===== src/rtl/fetch_unit.sv =====
// fetch_unit: PC generation, 1-cycle imem request/response, 2-entry instruction queue to decode.
// Taken branches and jumps redirect the PC and flush the queue and any response still in flight.
module fetch_unit #(
    parameter int              XLEN     = 32,
    parameter logic [XLEN-1:0] RESET_PC = '0,
    parameter int              QDEPTH   = 2
) (
    input  logic            clk,
    input  logic            rst_n,
    input  logic            redirect_valid,
    input  logic [1:0]      pc_src,
    input  logic            br_cond,
    input  logic [XLEN-1:0] target,
    output logic            imem_req,
    output logic [XLEN-1:0] imem_addr,
    input  logic            imem_rvalid,
    input  logic [31:0]     imem_rdata,
    output logic            if_valid,
    output logic [31:0]     if_instr,
    output logic [XLEN-1:0] if_pc,
    output logic [XLEN-1:0] if_pc_plus4,
    input  logic            id_ready
);
    logic [XLEN-1:0] fetch_pc_q;
    logic [31:0]     instr_q [2];
    logic [XLEN-1:0] pc_q [2];
    logic            head_q;
    logic [1:0]      count_q;
    logic            inflight_q;
    logic            drop_q;
    logic            redir;
    logic            pop;
    logic            push;
    logic            tail;
    logic [2:0]      occ;

    assign redir    = redirect_valid & ((pc_src == 2'b01 & br_cond) | pc_src == 2'b10);
    assign if_valid = count_q != 2'd0;
    assign pop      = if_valid & id_ready;
    assign push     = imem_rvalid & inflight_q & !drop_q & !redir;
    assign tail     = head_q ^ count_q[0];
    // Slots that will be taken once this cycle's pop and any in-flight response settle.
    assign occ       = {1'b0, count_q} + {2'b0, inflight_q} - {2'b0, pop};
    assign imem_req  = rst_n & !redir & (occ < 3'(QDEPTH));
    assign imem_addr = fetch_pc_q;

    assign if_instr    = if_valid ? instr_q[head_q] : '0;
    assign if_pc       = if_valid ? pc_q[head_q] : '0;
    assign if_pc_plus4 = if_valid ? pc_q[head_q] + XLEN'(4) : '0;

    always_ff @(posedge clk or negedge rst_n) begin
        if (!rst_n) begin
            fetch_pc_q <= RESET_PC;
            count_q    <= '0;
            head_q     <= 1'b0;
            inflight_q <= 1'b0;
            drop_q     <= 1'b0;
            instr_q[0] <= '0;
            instr_q[1] <= '0;
            pc_q[0]    <= '0;
            pc_q[1]    <= '0;
        end else begin
            inflight_q <= imem_req;
            drop_q     <= redir & inflight_q;
            if (redir) begin
                fetch_pc_q <= target & ~XLEN'(3);
                count_q    <= '0;
            end else begin
                if (imem_req)
                    fetch_pc_q <= fetch_pc_q + XLEN'(4);
                // An in-flight response always belongs to the word just below fetch_pc.
                if (push) begin
                    instr_q[tail] <= imem_rdata;
                    pc_q[tail]    <= fetch_pc_q - XLEN'(4);
                end
                if (pop)
                    head_q <= ~head_q;
                count_q <= count_q + 2'(push) - 2'(pop);
            end
        end
    end
endmodule

===== config.mk =====
export PLATFORM = sky130hd
export DESIGN_NAME = fetch_unit
export DESIGN_NICKNAME = d
export VERILOG_FILES = /design/src/rtl/fetch_unit.sv
export SDC_FILE = /design/constraint.sdc
export NUM_CORES = 1
export LEC_CHECK = 0
export BUFFER_PORTS_ARGS = -buffer_cell sky130_fd_sc_hd__buf_4
export CAP_MARGIN = 20
export CORE_MARGIN = 3
export CORE_UTILIZATION = 35
export CTS_CLUSTER_DIAMETER = 50
export CTS_CLUSTER_SIZE = 24
export DETAILED_ROUTE_END_ITERATION = 10
export PLACE_DENSITY_LB_ADDON = 0.1
export SLEW_MARGIN = 15
export SYNTH_ARGS = -nofsm -noshare
export SYNTH_HDL_FRONTEND = slang
export SYNTH_SLANG_ARGS = --single-unit

===== constraint.sdc =====
create_clock -name clk -period 3.8 [get_ports clk]
set_input_delay 0.76 -clock clk [delete_from_list [all_inputs] [get_ports clk]]
set_output_delay 0.76 -clock clk [all_outputs]
set_load 0.05 [all_outputs]

=== Word level (Yosys, flattened, before mapping) ===
Index checks and enable logic that the tools add are counted.

* Register bits after elaboration: 165
* Output and inout bits: 130

* Order comparisons: 4
* Bitwise operators: 15
* $add $sub $neg: 7
* Equal/unequal tests: 2
* Reductions and logical operators: 7
* Mux-type cells: 16

{| class="wikitable"
|+ Operators by type and width
! kind !! number
|-
| $mux 32 || 12
|-
| $bwmux 64 || 2
|-
| $add 32x3->32 const B || 2
|-
| $demux 32 s1 || 1
|-
| $sub 32x3->32 const B || 1
|-
| $and 1x1->1 || 9
|-
| $ge 2x2->1 const B || 2
|-
| $not 1->2 || 2
|-
| $reduce_and 2->1 || 2
|-
| $reduce_bool 2->1 || 2
|-
| $add 2x1->3 || 1
|-
| $lt 3x2->1 const B || 1
|-
| $sub 3x1->3 || 1
|-
| $add 2x1->2 || 1
|-
| $eq 2x1->1 const B || 1
|-
| $eq 2x2->1 const B || 1
|-
| $logic_not 1->1 || 2
|-
| $lt 2x1->1 const B || 1
|-
| $mux 2 || 1
|-
| $not 1->1 || 2
|-
| $sub 2x1->2 || 1
|-
| $logic_and 1x1->1 || 1
|-
| $or 1x1->1 || 1
|-
| $xor 1x1->1 || 1
|}

=== Depth between registers and ports, before layout ===
* Depth after elaboration: 9
* Depth in mapped cells: 12
* Depth with buffers taken out: 11

=== Worst setup path before layout ===
OpenSTA, ideal clock, no wires.

* Path type: register to output
* From: register head_q
* To: output port if_pc_plus4[30]
* Arrival: 3.981 ns
* Required time: 3.040 ns
* Cell stages (with the launch flop): 12
* Path slack: -0.941 ns
* Path through: dfrtp_1 > buf_6 > buf_6 > buf_6 > buf_2 > buf_2 > mux2_2 > ha_1 > inv_1 > a211oi_2 > nand3_1 > o41ai_1

* Longest elaborated chain between the ends: 6

{| class="wikitable"
|+ RTL lines
! what !! line !! RTL
|-
| start: declaration || 27 || <nowiki>logic head_q;</nowiki>
|-
| start signal: assignment || 77 || <nowiki>head_q <= ~head_q;</nowiki>
|-
| $not 1->2 (implied by the code) || 49 || <nowiki>assign if_pc_plus4 = if_valid ? pc_q[head_q] + XLEN'(4) : '0;</nowiki>
|-
| $mux 32 (implied by the code) (3 in series) || 49 ||
|-
| $add 32x3->32 || 49 ||
|-
| $mux 32 || 49 ||
|-
| end: declaration || 21 || <nowiki>output logic [XLEN-1:0] if_pc_plus4,</nowiki>
|}

No other way between the ends. The select of a mux whose other input is x is not followed.

=== Worst setup path after layout ===
* From: register count_q[0]
* To: output port imem_req

* Longest elaborated chain between the ends: 5

{| class="wikitable"
|+ RTL lines
! what !! line !! RTL
|-
| start: declaration || 28 || <nowiki>logic [1:0] count_q;</nowiki>
|-
| start signal: assignment || 78 || <nowiki>count_q <= count_q + 2'(push) - 2'(pop);</nowiki>
|-
| parallel branches: the longest is 2 deep, another holds $add 2x1->3 || -- ||
|-
| $sub 3x1->3 (*) || 43 || <nowiki>assign occ = {1'b0, count_q} + {2'b0, inflight_q} - {2'b0, pop};</nowiki>
|-
| $lt 3x2->1 (*) || 44 || <nowiki>assign imem_req = rst_n & !redir & (occ < 3'(QDEPTH));</nowiki>
|-
| $and 1x1->1 (*) || 44 ||
|-
| end: declaration || 14 || <nowiki>output logic imem_req,</nowiki>
|}

Mark *: on every way between the ends.

==> impl_metrics.csv <==
group,metric,value,unit
outcome,run_status,"complete, no violations",
pwr,worst_ir_drop_vdd,594.5,uV
timing,max_slew_margin,34.38,%
timing,tightestPinTransition,0.9768,ns
finish,design.final.nets,1322,
job,maxCapViolations,0,
place,gpl.final_weighted_congestion,0.7990,
place,dp_worst_setup_slack,0.2158,ns
clock_tree,cts-hold-fix-buffers,0,
finish,layout-area-overhead-vs-synth,28.03,%
floorplan,dieHeight,165.9,um
timing,final-hold-violation-count,0,
logic_synthesis,synthesis.instances,1072,
setup_path,worst_setup_end_kind,"output port",
route,drt_first_iter_violations,489,
global_route,grt_pass1_wl,41.43,mm
logic_synthesis,asyncSetResetFlopFracSynth,100.0,%
setup_path,worst-endpoint-required,3.04,ns
global_route,grt_ovf,0,
clock_tree,number_of_clock_sinks,159,
timing,slew_violations,0,
floorplan,floorplan.initialDensity,36.16,%
logic_synthesis,post_synth_num_cell_types,59,
min_path,holdCritPathClass,"primary input to async pin",
clock_tree,cts_buffers,17,
logic_synthesis,synth.top_cells.by_area,"dfrtp_1 (44%), nand2_1 (13%), mux2i_1 (6.6%)",
logic_synthesis,synthDominantCellAreaShare,44.46,%
pwr,leakage,5.446,nW
setup_path,worst-endpoint-arrival,2.90,ns
route,ant_nets,0,
timing,max_freq,273.2,MHz
logic_synthesis,syn_avg_cell_area,8.349,um^2
route,routed_wire_per_std_cell,16.13,um
timing,final_period_minus_worst_setup_slack,3.660,ns
route,totalWireLength,25.49,mm
clock_tree,htree_num_levels,4,
setup_path,most_used_cell_cp,"nor2_4",
route,first_pass_iters,6,
timing,min_period_over_period,96.32,%
floorplan,core-area,0.02475,mm^2
setup_path,criticalPathCategory,"register to output port",
floorplan,die_x,165.9,um
timing,clock_skew,0.01220,ns
logic_synthesis,synth.yosys.warnings,0,
route,vias_post_dr,7747,
global_route,maximum_number_of_pins_on_one_net_before_global_route_repair,70,
floorplan,floorplan.die_area,0.02753,mm^2
logic_synthesis,synth-main-ff-cell,"dfrtp_1",
setup_path,worstPathMaxFanout,4,
global_route,grt_pass1_vias,7572,
pwr,pwr_density_cell,969.8,mW/mm^2
route,via_per_inst,4.903,
logic_synthesis,ys_seq_elements,159,
timing,timing.final.setup_violations,0,
global_route,groute.usage.overall,18.35,%
finish,final_util,46.30,%
clock_tree,clk_pin_slew,0.07,ns
logic_synthesis,synth.largest_area_cell,"dfrtp_1",
setup_path,cp_cell_sequence,"nor2_4 > inv_1 > and2_1 > ha_1 > nand2b_1 > fa_1 > nand2_1 > or2_2 > nor2_4 > buf_6",
floorplan,num_io_pins,202,
logic_synthesis,synth_area,0.008950,mm^2
setup_path,slowest_cell_delay_on_critical_path,0.50,ns
finish,insertedDiodeCount,0,
route,remaining_drc_errors,0,
logic_synthesis,synth_enable_flop_cells,0,
floorplan,std_cell_rows,57,
setup_path,timing.critical_path.slowest_stage_cell,"fa_1",
logic_synthesis,ys_seq_area_share,44.46,%
clock_tree,clk_latency,0.42,ns
timing,finalWorstSetupSlack,0.1400,ns
setup_path,critical_path.top_delay_family,"simple AND/OR/NAND/NOR gates",
finish,layout-drive-gt1-share,22.93,%
clock_tree,tritoncts,"built",
place,port_buffers,193,
clock_tree,clock_tree.root_cell,"clkbuf_16",
setup_path,crit_buf_inv,2,
global_route,antenna_found_initial,1,
timing,fin_setup_tns,0,ns
setup_path,worst_setup_path_start_kind,"register",
place,hpwl,18.11,mm
clock_tree,ctsLongestPathBuffers,2,
cell usage after synthesis (6+ instances only):
| master | instances |
|---|---|
| nand3_1 | 31 |
| and2_1 | 8 |
| nor2_1 | 98 |
| or3_1 | 6 |
| mux2i_1 | 59 |
| nor4_1 | 11 |
| a21oi_1 | 7 |
| o21ai_0 | 90 |
| inv_1 | 6 |
| clkbuf_1 | 54 |
| xnor2_1 | 40 |
| buf_4 | 8 |
| nand2_1 | 314 |
| nand4b_1 | 7 |
| nand4_1 | 22 |
| xor2_1 | 34 |
| ha_1 | 6 |
| nor3_1 | 19 |
| buf_2 | 11 |
| dfrtp_1 | 159 |
cell families (layout without fill, tap and decap cells):
| kind of cell | Yosys count | count (layout) | share of synthesized area [%] |
|---|---|---|---|
| adder cells (fa/ha/maj) | 7 | 7 | 1.062 |
| XOR/XNOR | 74 | 74 | 7.242 |
| multiplexers | 63 | 63 | 7.102 |
| flip-flops | 159 | 159 | 44.46 |
| buffers and inverters | 85 | 264 | 4.306 |
| other | 1 | 6 | 0.04190 |
| AO/OA/AOI/OAI | 131 | 131 | 8.346 |
| AND/OR/NAND/NOR | 552 | 552 | 27.44 |
timing repair:
item / CTS / global route
buffers inserted: 0 / 5
setup endpoints to repair: 2 / 6
pin swaps: 0 / 2
gates resized for setup: 3 / 11
worst paths after layout:
check | startpoint | endpoint | slack [ns] | cells past startpoint
min in group clk | instr_q[32] | instr_q[32] | 0.47 | 2
min reg2reg | instr_q[32] | instr_q[32] | 0.47 | 2
max | count_q[0] | imem_req | 0.14 | 10
max in group asynchronous | rst_n | count_q[1] | 2.05 | 3
min | rst_n | imem_addr[19] | 0.40 | 2
max reg2reg | count_q[0] | imem_addr[28] | 0.69 | 12
cells in the final DEF, fill, tap and decap left out, types with 6 or more instances in the layout:
cell type    n
mux2i_1     59
nand4_1     22
o21ai_0     88
nand4b_1     7
and2_1       8
clkbuf_16   17
dfrtp_1    156
ha_1         6
conb_1       6
buf_4      222
o21ai_1      7
or3_1        6
nand3_1     28
nand2_1    314
inv_6        7
a21oi_1      7
nor4_1       9
nor2_1      96
inv_1        6
nor3_1      17
xnor2_1     40
xor2_1      34
metrics by stage:
step / power [mW] / std cells / hold WS [ns] / cell area [um^2]
after global placement: 9.373 / 1543 / 0.4568 / 10780
after detailed placement: 9.443 / 1543 / 0.4614 / 10780
after CTS: 11.17 / 1575 / 0.4091 / 11370
after floorplan: 7.547 / 1077 / 0.4450 / 9014
after global routing: 11.85 / 1580 / 0.4241 / 11460
final: 11.11 / 1580 / 0.4019 / 11460
per-layer routing:
metal	wire length [um]	track usage (%)	part of all wire, %
met1	12870	27.27	50
met2	11290	27.83	44
met3	1165	3.880	4.6
met4	167	3.580	0.66
met5	0	0	0
state kept, by name, indices dropped and copies added, names as in the netlist:
register / count
head_q: 1
inflight_q: 1
imem_addr: 30
pc_q: 60
count_q: 2
instr_q: 64
drop_q: 1
power by group:
| group | switching (mW) | total [mW] | internal [mW] |
|---|---|---|---|
| Sequential | 0.682 | 3.09 | 2.41 |
| Clock | 0.756 | 1.68 | 0.922 |
| Combinational | 4.33 | 6.35 | 2.02 |
| Total | 5.76 | 11.1 | 5.35 |
layout make-up:
cell class	instances	area [um^2]
Clock buffer	17	425.4
Clock inverter	15	150.1
Fill cell	2564	13290
Inverter	6	22.52
Multi-Input combinational cell	833	4747
Sequential cell	159	3985
Tap cell	324	405.4
Timing Repair Buffer	226	1723
Note: power is estimated with default switching activity, not from simulation.
